[src/rtl/pattern_detector_param.sv]
`default_nettype none
// ============================================================================
//  Module      : pattern_detector_param
//  Description : Parametrised serial pattern detector. Matches a run-time
//                programmable pattern of 1..MAX_LEN bits on a serial stream,
//                with overlapping or restart-after-match operation. Produces
//                a registered one-cycle match pulse and a saturating counter.
//  Ports       : clk          rising-edge clock
//                reset        asynchronous active-high reset
//                clear        synchronous clear of history, z, match_count
//                en           sample strobe, w consumed only when en=1
//                w            serial input bit
//                pattern      target, pattern[pat_len-1] is the oldest bit
//                pat_len      active pattern length (0 disables detection)
//                overlap      1 = overlapping matches, 0 = restart after match
//                z            one-cycle registered match pulse
//                match_count  saturating match counter
//                armed        history holds a full pattern length of bits
//  Revision    : 1.0 - initial release
// ============================================================================
module pattern_detector_param #(
    parameter int MAX_LEN = 8,
    parameter int CNT_W   = 8,
    localparam int LEN_W  = $clog2(MAX_LEN + 1)
) (
    input  logic               clk,
    input  logic               reset,
    input  logic               clear,
    input  logic               en,
    input  logic               w,
    input  logic [MAX_LEN-1:0] pattern,
    input  logic [LEN_W-1:0]   pat_len,
    input  logic               overlap,
    output logic               z,
    output logic [CNT_W-1:0]   match_count,
    output logic               armed
);

    typedef enum logic [0:0] {
        FILL  = 1'b0,
        ARMED = 1'b1
    } state_t;

    state_t             r_state;
    state_t             w_state_next;
    logic [MAX_LEN-1:0] r_hist;
    logic [LEN_W-1:0]   r_fill;

    logic [LEN_W-1:0]   w_len;
    logic [MAX_LEN-1:0] w_mask;
    logic [MAX_LEN-1:0] w_hist_next;
    logic [LEN_W:0]     w_fill_inc;
    logic               w_full;
    logic               w_match;
    logic               w_restart;
    logic [LEN_W-1:0]   w_fill_next;

    // Lengths above MAX_LEN are clamped; zero leaves detection disabled.
    assign w_len = (pat_len > LEN_W'(MAX_LEN)) ? LEN_W'(MAX_LEN) : pat_len;

    // Only the low w_len history bits take part in the comparison.
    always_comb begin
        w_mask = '0;
        for (int i = 0; i < MAX_LEN; i++) begin
            if (i < int'(w_len)) begin
                w_mask[i] = 1'b1;
            end
        end
    end

    assign w_hist_next = {r_hist[MAX_LEN-2:0], w};
    // Extra bit keeps fill+1 from wrapping when fill is already at its top.
    assign w_fill_inc  = {1'b0, r_fill} + (LEN_W+1)'(1);
    assign w_full      = (w_fill_inc >= {1'b0, w_len});

    assign w_match = en && (w_len != '0) && w_full
                     && (((w_hist_next ^ pattern) & w_mask) == '0);

    // Non-overlapping mode discards the history once it has been matched.
    assign w_restart   = w_match && !overlap;
    assign w_fill_next = w_restart ? '0 :
                         w_full    ? w_len : w_fill_inc[LEN_W-1:0];

    assign w_state_next = (!w_restart && (w_fill_next == w_len)) ? ARMED : FILL;

    always_ff @(posedge clk or posedge reset) begin
        if (reset) begin
            r_hist      <= '0;
            r_fill      <= '0;
            r_state     <= FILL;
            z           <= 1'b0;
            match_count <= '0;
        end else if (clear) begin
            r_hist      <= '0;
            r_fill      <= '0;
            r_state     <= FILL;
            z           <= 1'b0;
            match_count <= '0;
        end else if (en) begin
            r_hist  <= w_hist_next;
            r_fill  <= w_fill_next;
            r_state <= w_state_next;
            z       <= w_match;
            if (w_match && (match_count != '1)) begin
                match_count <= match_count + CNT_W'(1);
            end
        end else begin
            z <= 1'b0;
        end
    end

    assign armed = (r_state == ARMED);

endmodule
`default_nettype wire

[config.mk]
export PLATFORM = sky130hd
export DESIGN_NAME = pattern_detector_param
export DESIGN_NICKNAME = d
export VERILOG_FILES = /design/src/rtl/pattern_detector_param.sv
export SDC_FILE = /design/constraint.sdc
export NUM_CORES = 1
export LEC_CHECK = 0
export BUFFER_PORTS_ARGS = -buffer_cell sky130_fd_sc_hd__buf_2
export CAP_MARGIN = 20
export CORE_AREA = 2 2 53 55
export DETAILED_ROUTE_END_ITERATION = 7
export DIE_AREA = 0 0 55 57
export PLACE_DENSITY = 0.82
export SYNTH_ARGS = -nofsm -noshare
export SYNTH_HDL_FRONTEND = slang
export SYNTH_SLANG_ARGS = --single-unit
[constraint.sdc]
create_clock -name clk -period 7.1 [get_ports clk]
set_input_delay 0.71 -clock clk [delete_from_list [all_inputs] [get_ports clk]]
set_output_delay 0.71 -clock clk [all_outputs]
set_load 0.02 [all_outputs]
==> out/results.ini <==
[run_status]
status = completed

[sta]
setup_viol_count_final = 0
maxSlewViolCount = 0
hold_viol_final = 0
fin_skew_ns = 0.00300
tightest_slew_ns = 0.764
finalCritPeriodShare = 0.395
rsz0062_at_grt = no
setup_tns_ns = 0
timing.fmax_mhz = 357
period_minus_slack_ns = 2.80
maxSlewHeadroom = 0.490

[placed_design]
place.gp.congestion = 0.962
dpl.cell_count = 209
port_buffers = 27
dp_hpwl_um = 2360

[critical_path]
cp_cell_sequence = ha_1 -> xor2_1 -> ha_1 -> o21a_1 -> a211o_1 -> nand4_4 -> or4_1 -> a21oi_1
cp-end-kind = flop
critPathBufInv = 0
crit_type = reg -> reg
crit_family = simple AND/OR/NAND/NOR gates
regToRegSetupSlack_ns = 4.30
cp_max_fo = 19
crit_top_cell = ha_1
worstPathRequired_ns = 7.34
critPathArrivalTime_ns = 3.04
critical-path-max-stage-delay_ns = 0.59
crit_slowest_cell = or4_1
startpoint_type = flop

[clock_tree]
clk_transition_reported_paths_ns = 0.12
clockBufferDepth = 2
cts_buffers = 3
postCtsSetupRepairBufs = 0
cts_htree_levels = 1
cts_tree = yes
cts_hold_buf = 0
clkLatencyLatePin_ns = 0.31
cts_root_buf = clkbuf_4
clkSinkCount = 21
cts_resized = 0

[pwr]
leakage_nw = 0.771
internal_power_mw = 0.173
power_density_nw_per_um2 = 155
pwr-share-clk = 0.234
combPwrFrac = 0.252
peakVddDrop_v = 0.000137
p_seq_frac = 0.515
p_switching_mw = 0.0788
p_sw_frac = 0.313

[global_routing]
globalRoute.totalOverflow = 0
grt_antenna_before_repair = 0
grt_use_total = 0.233
first_global_vias = 1260
grt_start_max_net_pins = 23
grt_pass1_wl_um = 5360

[synthesis]
synth_xor_area_frac = 0.0659
ys_seq_area_frac = 0.360
synth_cells = 160
synthFlopType = dfrtp_1
syn_nets = 184
ys_warn_count = 0
synthArstFlopShare = 1.00
avgSynthCellArea_um2 = 9.13
synth-simple-area-share = 0.210
synth_edf_count = 0
synth_fa_ha_area_frac = 0.0514
synth-seq-cells = 21
synthesis.area_um2 = 1460
synth_cell_types = 46
synth_top_family_by_area = simple AND/OR/NAND/NOR gates
synth_compound_area_frac = 0.209
synth_mux_area_frac = 0.0702

[detailed_routing]
via_count = 1273
drt-pass1-iter-count = 4
drtAntennaViolNets = 0
wirelength_um = 3140
first_iter_violations = 44
wire_per_inst_um = 14.7
vias_per_cell = 5.98
drc = 0

[floorplanning]
die_area_um2 = 3140
ios = 28
initial_core_util = 0.559
core_area_um2 = 2620
dieHeight_um = 57
die_x_um = 55
num_rows = 19

[job]
maxCapViolations = 0

[layout]
final_nets = 207
antenna_cells = 0
drive_above_1_share = 0.203
post-route-util = 0.620
final_cell_mix = 27 x buf_2, 21 x dfrtp_1, 16 x a21oi_1
syn_to_final_growth_pct = 10.9
fin_cells = 213
layout_commonest_cell = buf_2

[min_path]
hold_class = in -> async

synth_stat cells (all sizes together), types with 4 or more instances:
cell type   n  area [µm²]
a21oi      16        80.1
clkbuf      6        22.5
dfrtp      21         526
ha          6        75.1
mux2i       8        80.1
nand2       8        30.0
nand2b      6        37.5
nand3       7        35.0
nor2       14        52.6
nor2b       4        25.0
o21ai       7        35.0
o31ai       4        30.0
or4         5        37.5
xor2        8        70.1
final timing paths:
kind                                start  cells past startpoint        endpoint
worst max-delay path            r_fill[0]                      8  match_count[7]
worst min-delay path                reset                      2               z
worst max register to register  r_fill[0]                      8  match_count[7]
worst min register to register  r_hist[6]                      2       r_hist[6]
max in group asynchronous           reset                      2       r_fill[2]
min in group clk                r_hist[6]                      2       r_hist[6]
power by group through the flow:
stage / clock network, mW / logic, mW / registers (mW)
after floorplan: 0 / 0.0494 / 0.130
after global placement: 0 / 0.0622 / 0.131
after detailed placement: 0 / 0.0633 / 0.132
after CTS: 0.0596 / 0.0636 / 0.129
after global routing: 0.0654 / 0.0711 / 0.130
final: 0.0587 / 0.0633 / 0.129
cell families after synthesis:
| kind of cell | Yosys count |
|---|---|
| flip-flops | 21 |
| adder cells (fa/ha/maj) | 6 |
| XOR/XNOR | 11 |
| AND/OR/NAND/NOR | 55 |
| buffers and inverters | 11 |
| multiplexers | 10 |
| AO/OA/AOI/OAI | 46 |
worst register-to-register path, cell delays in order, from the launching register on:
cell and delay [ns]:
dfrtp_1 0.53, ha_1 0.31, xor2_1 0.28, ha_1 0.22, o21a_1 0.17, a211o_1 0.20
nand4_4 0.25, or4_1 0.59, a21oi_1 0.18
metrics by stage:
stage,hold slack [ns],power (mW),area (µm²),setup slack [ns]
after floorplan,0.506,0.179,1460,4.48
after global placement,0.532,0.194,1590,4.32
after detailed placement,0.537,0.195,1590,4.23
after CTS,0.548,0.252,1620,4.32
after global routing,0.582,0.267,1620,4.14
final,0.510,0.251,1620,4.30
layer usage:
metal  global-route usage  part of all wire  up-vias
met3               0.0340             0.039        4
met2                0.408              0.51       24
met1                0.289              0.43      609
met5                    0                 0        -
met4               0.0697             0.013        0
li1                     -                 -      636
layout make-up:
type,count,area [µm²]
Clock inverter,1,5.00
Sequential cell,21,526
Fill cell,244,995
Multi-Input combinational cell,128,886
Inverter,2,7.51
Tap cell,31,38.8
Clock buffer,3,22.5
Timing Repair Buffer,27,135
registers in the layout (all words and copies together), names as in the netlist:
name / cells
match_count: 8
r_hist: 7
z: 1
armed: 1
r_fill: 4
(Power assumes the default switching activity.)
